===== src/rtl/nabp_angle_sequencer_if.sv =====
// Host handshake between the angle sequencer and the swap controller's host port.
// The sequencer drives angles (master); the swap controller requests them (slave).
interface nabp_angle_sequencer_if #(
  parameter int kAngleLength = 8
) ();
  logic [kAngleLength-1:0] hs_angle;
  logic                    hs_has_next_angle;
  logic                    hs_next_angle;
  logic                    hs_next_angle_ack;

  modport master (
    output hs_angle,
    output hs_has_next_angle,
    output hs_next_angle_ack,
    input  hs_next_angle
  );

  modport slave (
    input  hs_angle,
    input  hs_has_next_angle,
    input  hs_next_angle_ack,
    output hs_next_angle
  );
endinterface


===== src/rtl/nabp_angle_sequencer.sv =====
// Projection-angle sequencer: latches a (start, step, count) schedule on a start kick,
// hands out one angle per handshake with modulo wrap, then waits for pr_done.
module nabp_angle_sequencer #(
  parameter int kAngleLength = 8,
  parameter int kAngleMax    = 180
) (
  input  logic                    clk,
  input  logic                    reset,
  input  logic                    start,
  input  logic [kAngleLength-1:0] cfg_angle_start,
  input  logic [kAngleLength-1:0] cfg_angle_step,
  input  logic [kAngleLength-1:0] cfg_angle_count,
  input  logic                    pr_done,
  nabp_angle_sequencer_if.master  hs,
  output logic                    busy,
  output logic                    done,
  output logic                    cfg_error,
  output logic [kAngleLength-1:0] issued_count
);

  localparam int w = kAngleLength;
  localparam logic [w:0] angle_max = (w+1)'(kAngleMax);

  typedef enum logic [1:0] {
    idle_s,
    issue_s,
    drain_s,
    done_s
  } state_t;

  state_t         state_q;
  state_t         next_state;
  logic [w-1:0]   angle_q;
  logic [w-1:0]   step_q;
  logic [w-1:0]   remaining_q;
  logic [w-1:0]   issued_q;
  logic           cfg_error_q;
  logic           zero_done_q;

  logic           ack;
  logic           has_next;
  logic           load_cfg;
  logic           advance;
  logic           cfg_error_d;
  logic           zero_done_d;

  // Both operands are below kAngleMax, so a single conditional subtract is a full modulo.
  function automatic logic [w-1:0] wrap_add(input logic [w-1:0] a, input logic [w-1:0] b);
    logic [w:0] sum;
    sum = {1'b0, a} + {1'b0, b};
    if (sum >= angle_max) sum = sum - angle_max;
    return sum[w-1:0];
  endfunction

  function automatic logic cfg_illegal(input logic [w-1:0] first, input logic [w-1:0] step);
    return ({1'b0, first} >= angle_max) || (step == '0) || ({1'b0, step} >= angle_max);
  endfunction

  always_comb begin
    next_state  = state_q;
    ack         = 1'b0;
    has_next    = 1'b0;
    load_cfg    = 1'b0;
    advance     = 1'b0;
    cfg_error_d = 1'b0;
    zero_done_d = 1'b0;
    case (state_q)
      idle_s: begin
        if (start) begin
          if (cfg_illegal(cfg_angle_start, cfg_angle_step)) begin
            cfg_error_d = 1'b1;
          end else if (cfg_angle_count == '0) begin
            zero_done_d = 1'b1;
          end else begin
            load_cfg   = 1'b1;
            next_state = issue_s;
          end
        end
      end
      issue_s: begin
        has_next = 1'b1;
        ack      = hs.hs_next_angle;
        if (ack) begin
          advance = 1'b1;
          if (remaining_q == w'(1)) next_state = drain_s;
        end
      end
      drain_s: begin
        if (pr_done) next_state = done_s;
      end
      done_s: begin
        next_state = idle_s;
      end
      default: begin
        next_state = idle_s;
      end
    endcase
  end

  always_ff @(posedge clk) begin
    if (reset) begin
      state_q     <= idle_s;
      angle_q     <= '0;
      step_q      <= '0;
      remaining_q <= '0;
      issued_q    <= '0;
      cfg_error_q <= 1'b0;
      zero_done_q <= 1'b0;
    end else begin
      state_q     <= next_state;
      cfg_error_q <= cfg_error_d;
      zero_done_q <= zero_done_d;
      if (load_cfg) begin
        angle_q     <= cfg_angle_start;
        step_q      <= cfg_angle_step;
        remaining_q <= cfg_angle_count;
        issued_q    <= '0;
      end else if (advance) begin
        angle_q     <= wrap_add(angle_q, step_q);
        remaining_q <= remaining_q - w'(1);
        issued_q    <= issued_q + w'(1);
      end
    end
  end

  // A zero-count schedule completes from idle, so done has two sources.
  assign hs.hs_angle          = angle_q;
  assign hs.hs_has_next_angle = has_next;
  assign hs.hs_next_angle_ack = ack;
  assign busy                 = (state_q != idle_s);
  assign done                 = (state_q == done_s) || zero_done_q;
  assign cfg_error            = cfg_error_q;
  assign issued_count         = issued_q;

endmodule

===== src/flat_wrapper.sv =====
// flat-port wrapper written by rule: the top's interface ports become plain ports
module nabp_angle_sequencer_flat 
#(
  parameter int kAngleLength = 8,
  parameter int kAngleMax    = 180
)
  (clk, reset, start, cfg_angle_start, cfg_angle_step, cfg_angle_count, pr_done, busy, done, cfg_error, issued_count, hs_hs_angle, hs_hs_has_next_angle, hs_hs_next_angle_ack, hs_hs_next_angle);
  nabp_angle_sequencer_if #(.kAngleLength(kAngleLength)) hs_i ();
  input  logic clk;
  input  logic reset;
  input  logic start;
  input  logic [kAngleLength-1:0] cfg_angle_start;
  input  logic [kAngleLength-1:0] cfg_angle_step;
  input  logic [kAngleLength-1:0] cfg_angle_count;
  input  logic pr_done;
  output logic busy;
  output logic done;
  output logic cfg_error;
  output logic [kAngleLength-1:0] issued_count;
  output wire logic [$bits(hs_i.hs_angle)-1:0] hs_hs_angle;
  output wire logic [$bits(hs_i.hs_has_next_angle)-1:0] hs_hs_has_next_angle;
  output wire logic [$bits(hs_i.hs_next_angle_ack)-1:0] hs_hs_next_angle_ack;
  input wire logic [$bits(hs_i.hs_next_angle)-1:0] hs_hs_next_angle;
  assign hs_hs_angle = hs_i.hs_angle;
  assign hs_hs_has_next_angle = hs_i.hs_has_next_angle;
  assign hs_hs_next_angle_ack = hs_i.hs_next_angle_ack;
  assign hs_i.hs_next_angle = hs_hs_next_angle;
  nabp_angle_sequencer #(.kAngleLength(kAngleLength), .kAngleMax(kAngleMax)) u_core (.clk(clk), .reset(reset), .start(start), .cfg_angle_start(cfg_angle_start), .cfg_angle_step(cfg_angle_step), .cfg_angle_count(cfg_angle_count), .pr_done(pr_done), .hs(hs_i), .busy(busy), .done(done), .cfg_error(cfg_error), .issued_count(issued_count));
endmodule

===== config.mk =====
export PLATFORM = sky130hd
export DESIGN_NAME = nabp_angle_sequencer_flat
export DESIGN_NICKNAME = d
export VERILOG_FILES = /design/src/rtl/nabp_angle_sequencer_if.sv /design/src/rtl/nabp_angle_sequencer.sv /design/src/flat_wrapper.sv
export SDC_FILE = /design/constraint.sdc
export NUM_CORES = 1
export LEC_CHECK = 0
export ABC_AREA = 1
export CAP_MARGIN = 20
export CORE_MARGIN = 1.5
export CORE_UTILIZATION = 52
export CTS_CLUSTER_SIZE = 16
export DETAILED_ROUTE_END_ITERATION = 10
export PLACE_DENSITY = 0.9
export SLEW_MARGIN = 25
export SYNTH_ARGS = -nofsm -noshare
export SYNTH_HDL_FRONTEND = slang
export SYNTH_SLANG_ARGS = --single-unit

===== constraint.sdc =====
create_clock -name clk -period 2.5 [get_ports clk]
set_input_delay 0.25 -clock clk [delete_from_list [all_inputs] [get_ports clk]]
set_output_delay 0.25 -clock clk [all_outputs]
set_load 0.02 [all_outputs]

Word-level counts from Yosys, hierarchy flattened:

Cells that the tools add are included.

* register bits after elaboration: 36
* bits of input ports: 29
* output and inout port bits: 21
* logic and storage cells: 60

* add/subtract/negate cells: 4
* order comparisons: 3
* equal/unequal tests: 10
* multiplexer cells: 22
* bitwise operators: 2
* reduce and logical (&&, ||, !) cells: 12

Operator list (count)
* 8-bit 2-to-1 mux: 5
* 8-bit greater-or-equal comparator (second input constant): 2
* 8-bit zero test: 2
* 2-bit 2-to-1 mux: 6
* 1-bit 2-to-1 mux: 10
* 2-bit inequality test (second input constant): 5
* 8-bit by 8-bit adder with 9-bit output: 1
* 9-bit by 8-bit greater-or-equal comparator with 1-bit output (second input constant): 1
* 8-bit by 1-bit adder with 8-bit output (second input constant): 1
* 8-bit by 1-bit == test with 1-bit output (second input constant): 1
* 2-bit case mux with 4 select lines: 1
* 8-bit by 1-bit subtractor with 8-bit output (second input constant): 1
* 8-bit subtractor (second input constant): 1
* 6-bit AND reduction: 1
* 2-bit == test (second input constant): 2
* 2-bit nonzero test: 2
* 4-bit OR reduction: 1
* 1-bit logical OR: 3
* 3-bit OR reduction: 1
* 2-bit by 1-bit == test with 1-bit output (second input constant): 1
* 2-bit zero test: 1
* 2-bit by 1-bit inequality test with 1-bit output (second input constant): 1
* 1-bit NOT: 2
* 2-bit OR reduction: 1

Longest topological paths before layout:

Gate-level depths: netlist of the first run.

* depth after elaboration: 7
* gate-level depth with buffers: 17
* gate-level depth less buffers: 17

Least setup slack after synthesis of the first run:

No wires, ideal clock.

* kind: register to register
* start: register u_core.angle_q[0] (netlist: u_core.hs.hs_angle[0])
* end: register u_core.angle_q[5] (netlist: u_core.hs.hs_angle[5])
* setup time: 0.068 ns
* arrival: 2.275 ns
* required time: 2.432 ns
* setup slack: 0.158 ns
* stages on the path, launching flop included: 17
* path buffers: 0
* clock period less this slack: 2.342 ns
* path through: dfxtp_1 -> ha_1 -> inv_1 -> fa_1 -> xor2_2 -> inv_1 -> ha_1 -> nand2_1 -> nor2_1 -> nand2_1 -> nor2_1 -> nand3_2 -> nand3_4 -> nand2_1 -> nand2_1 -> nand2_1 -> a21oi_2

* word-level cells in the longest chain between the ends: 5
* elaborated cells between the ends (all ways): 6
* those cells by class: add/sub: 2; order compare: 1; mux: 3

Ends and longest elaborated chain
* start, declared: line nabp_angle_sequencer.sv:33 `logic [w-1:0] angle_q;`
* start signal, assigned: line nabp_angle_sequencer.sv:114 `angle_q <= cfg_angle_start;`
* start signal, assigned: line nabp_angle_sequencer.sv:119 `angle_q <= wrap_add(angle_q, step_q);`
* 8-bit by 8-bit adder with 9-bit output *: line nabp_angle_sequencer.sv:50 `sum = {1'b0, a} + {1'b0, b};`
* 8-bit subtractor or 9-bit by 8-bit greater-or-equal comparator with 1-bit output (tied branches): line nabp_angle_sequencer.sv:51 `if (sum >= angle_max) sum = sum - angle_max;`
* 8-bit 2-to-1 mux *: line nabp_angle_sequencer.sv:51
* 8-bit 2-to-1 mux *: line nabp_angle_sequencer.sv:118 `end else if (advance) begin`
* 8-bit 2-to-1 mux *: line nabp_angle_sequencer.sv:113 `if (load_cfg) begin`

Mark *: on every way between the ends. The rest lies on a longest branch, timed or not. The select of a mux whose other input is x is not followed.
A chain may end at the register's enable or synchronous reset.

Worst setup path in the final report of the first run:

* start: register u_core.angle_q[2] (netlist: u_core.hs.hs_angle[2])
* end: register u_core.angle_q[6] (netlist: u_core.hs.hs_angle[6])

Same word-level chain as after synthesis.

==> results of run 1 <==
-- cell usage in the layout, fill, tap and decap left out, drive strengths merged --
cell type and n:
ha 18, nor3 7, clkdlybuf4s50 49, a21oi 28, nor3b 2, nor2 25
and2 2, buf 7, nand3 32, o21ai 12, dfxtp 36, xor2 8
nand2 96, nand4 6, o211ai 7, clkbuf 6, clkinv 1, xnor2 4
nand3b 1, fa 1, or2 2, inv 55, nor4 4, o21bai 1
bufinv 1
-- where the power goes --
group	switching, W	internal, W
Sequential	0.0000837	0.000664
Combinational	0.000621	0.000435
Clock	0.000212	0.000296
Total	0.000917	0.00140
-- critical path: stages (launching register included) --
cell and delay (ns):
dfxtp_1 0.40, ha_2 0.34, inv_1 0.07, nand2_1 0.08
nand3_1 0.11, and2_1 0.21, ha_1 0.17, nand2_1 0.05
nor2_1 0.11, nand2_1 0.08, nor2_2 0.13, nand3_2 0.10
buf_4 0.17, nand4_1 0.11, nand3_1 0.11, a21oi_1 0.13
-- routing by layer --
metal	share of wire (%)	global-route usage (%)
met1	46	32.78
met2	47	40.12
met3	5.9	4.219
met4	1.1	5.451
met5	0	0
-- logic make-up after synthesis --
group	Yosys count	synth area share (%)
AND/OR/NAND/NOR	177	33.33
buffers and inverters	63	10.60
AO/OA/AOI/OAI	48	12.13
flip-flops	36	29.36
adder cells (fa/ha/maj)	19	9.990
XOR/XNOR	12	4.587
-- what timing repair did --
action / 4_1_cts / 5_1_grt
setup endpoints to repair: 0 / 6
buffers inserted: 0 / 1
resized for setup: 0 / 6
-- synth_stat cells (all sizes together) --
library cell,n,area share [%]
buf,6,1.9
nand3b,1,0.31
clkbuf,2,0.31
fa,1,0.82
o21ai,12,2.6
a21oi,28,7.1
o21bai,1,0.31
nand3,32,7.6
dfxtp,36,29
nor3b,2,0.61
nand2,96,15
xor2,8,3.2
nor3,7,1.6
xnor2,4,1.4
or2,2,0.61
o211ai,7,2.1
ha,18,9.2
nor2,25,3.8
inv,55,8.4
nor4,4,1.3
nand4,6,1.5
and2,2,0.51
-- path summary, 6_finish.rpt --
path,endpoint,slack [ns],startpoint,cells past startpoint
max,u_core.hs.hs_angle[6],0.1,u_core.hs.hs_angle[2],15
max reg2reg,u_core.hs.hs_angle[6],0.1,u_core.hs.hs_angle[2],15
min reg2reg,u_core.step_q[3],0.47,u_core.step_q[3],2
min,u_core.step_q[3],0.47,u_core.step_q[3],2
-- metrics by stage --
step                area, µm²  util (%)  setup TNS, ns  hold WS (ns)
finish                   3129     70.41              0        0.4739
CTS                      3109     69.96              0        0.4715
floorplan                2455         -              0        0.3191
detailed placement       3002     67.54              0        0.4612
global route             3129     70.41        -0.1537        0.4927
global placement         3002     67.54              0        0.4607
-- registers in the layout, indices dropped and copies added (netlist names) --
signal and count:
u_core.cfg_error 1, u_core.hs.hs_angle 8, u_core.issued_count 8, u_core.remaining_q 8
u_core.state_q 2, u_core.step_q 8, u_core.zero_done_q 1
-- area by class of cell --
class                   count  share of cell area, %
multi-input cells         256                  47.42
flip-flops and latches     36                  23.11
repair buffers             56                  17.35
inverters                  55                  6.597
clock buffers               6                  2.319
well taps                  52                  2.079
clock inverters             2                  1.120
==> impl_table.tex, run 1 <==
\begin{tabular}{lr}
\hline
Metric & Value \\
\hline
\multicolumn{2}{l}{\textbf{Synthesis}} \\
Netlist Area Pre-Place & 2455 µm² \\
Synth cell types & 38 \\
Yosys reg bits & 36 \\
Synthesized instance count & 355 \\
Avg Cell Area, Syn & 6.915 µm² \\
Sequential area share after synthesis & just under 30\% \\
Post-synth net total & 403 \\
Syn. warnings & 0 \\
\multicolumn{2}{l}{\textbf{Power}} \\
Post-layout power & around 0.0023 W \\
PwrDens & between 700 and 800 nW/µm² \\
VDD IR max & 0.4742 mV \\
Static power due to leakage & 1.448 nW \\
\multicolumn{2}{l}{\textbf{Clock network}} \\
CTS buffer count & 5 \\
CTS tree & built \\
Clock-pin slew reported for the worst setup and hold paths after clock tree synthesis & 0.07 ns \\
Maximum clock path buffer count & 2 \\
Clock sink count & 36 \\
Cell at the root of the clock tree & clkbuf\_8 \\
Worst-skew pair later-pin latency & 0.29 ns \\
Number of levels the H-tree was split into & 2 \\
Count of hold-fix buffers inserted at cts & 0 \\
\multicolumn{2}{l}{\textbf{Critical path}} \\
Startpoint-to-endpoint class of the critical path & register to register \\
CP max FO & 5 \\
Arrival time reported for the critical path endpoint & 2.62 ns \\
Critical Path Source Type & register \\
Worst Setup End Kind & register \\
Required time of the critical path & 2.72 ns \\
\multicolumn{2}{l}{\textbf{Floorplan}} \\
Effective utilization at floorplan & $\sim$55\% \\
Placeable core area & around 4400 µm² \\
FP Rows & 24 \\
Width of the die & 71.71 µm \\
I/O pins & 50 \\
Vertical die dimension & 71.71 µm \\
Die area & slightly above 5000 µm² \\
\multicolumn{2}{l}{\textbf{Placement}} \\
Total of buffers placed on input and output ports & 49 \\
Placement-stage worst setup slack & $\sim$0.095 ns \\
Gpl congestion & 0.9251 \\
Sum of net half-perimeters after detailed placement & $\sim$4600 µm \\
Placed cell count & 454 \\
\multicolumn{2}{l}{\textbf{Drt}} \\
Overall via count from detail\_route & 2437 \\
Total wirelength of the detailed-routed design & 5995 µm \\
Number of search-and-repair iterations in the first detailed-routing pass & 9 \\
Count of nets left with antenna violations after detail routing & 0 \\
Wire length per cell after detailed routing & 12.95 µm \\
Number of design-rule violations left by the first detailed-router iteration & 177 \\
DRC Markers & 2 \\
Mean number of vias per cell & around 5.3 \\
\multicolumn{2}{l}{\textbf{Global routing}} \\
Number of antenna violations at the first check in global routing & 0 \\
Global-route wire length before repair & 9894 µm \\
Aggregate global-route resource usage & 24.13\% \\
Maximum number of pins on one net before global-route repair & 23 \\
GR Overflow Total & 0 \\
Number of global-route vias before repair & between 2000 and 2500 \\
\multicolumn{2}{l}{\textbf{Run}} \\
Max Cap Viol & 0 \\
\multicolumn{2}{l}{\textbf{Outcome}} \\
Outcome & finished, violations left \\
Violations in the final reports & DRC \\
\multicolumn{2}{l}{\textbf{STA}} \\
Max Clk Rate & between 400 and 500 MHz \\
Worst slew slack as a fraction of its limit & 71.92\% \\
Number of hold violations in the final report & 0 \\
Share of the clock period used by the worst path & a little over nine tenths \\
Number of max-slew violations in the final report & 0 \\
Largest clock skew in the final design & 0.006911 ns \\
Post-route setup slack & 0.09914 ns \\
Number of setup violations in the final report & 0 \\
Worst slew pin tran & 0.4174 ns \\
Final min period & $\sim$2.4 ns \\
\multicolumn{2}{l}{\textbf{Finish}} \\
Ant. Diodes & 0 \\
Proportion of layout cells with a drive suffix above 1 & 11.19\% \\
Fin cells & 463 \\
Filler cells & around 330 \\
Footprint of the multi-input gates & roughly 1500 µm² \\
Area of all sequential standard cells & between 700 and 800 µm² \\
NumNets Final & 458 \\
Growth of design area from synthesis to finish & 27.47\% \\
\multicolumn{2}{l}{\textbf{Hold path}} \\
Worst min path class & register to register \\
\hline
\end{tabular}
No activity file was read; power rests on OpenSTA's default activity.
==> run 2, diff against run 1 <==
HOLD_SLACK_MARGIN = 0.12   (was not set)
==> results of run 2 <==
The final DEF is identical to that of run 1; final timing and power are the same.
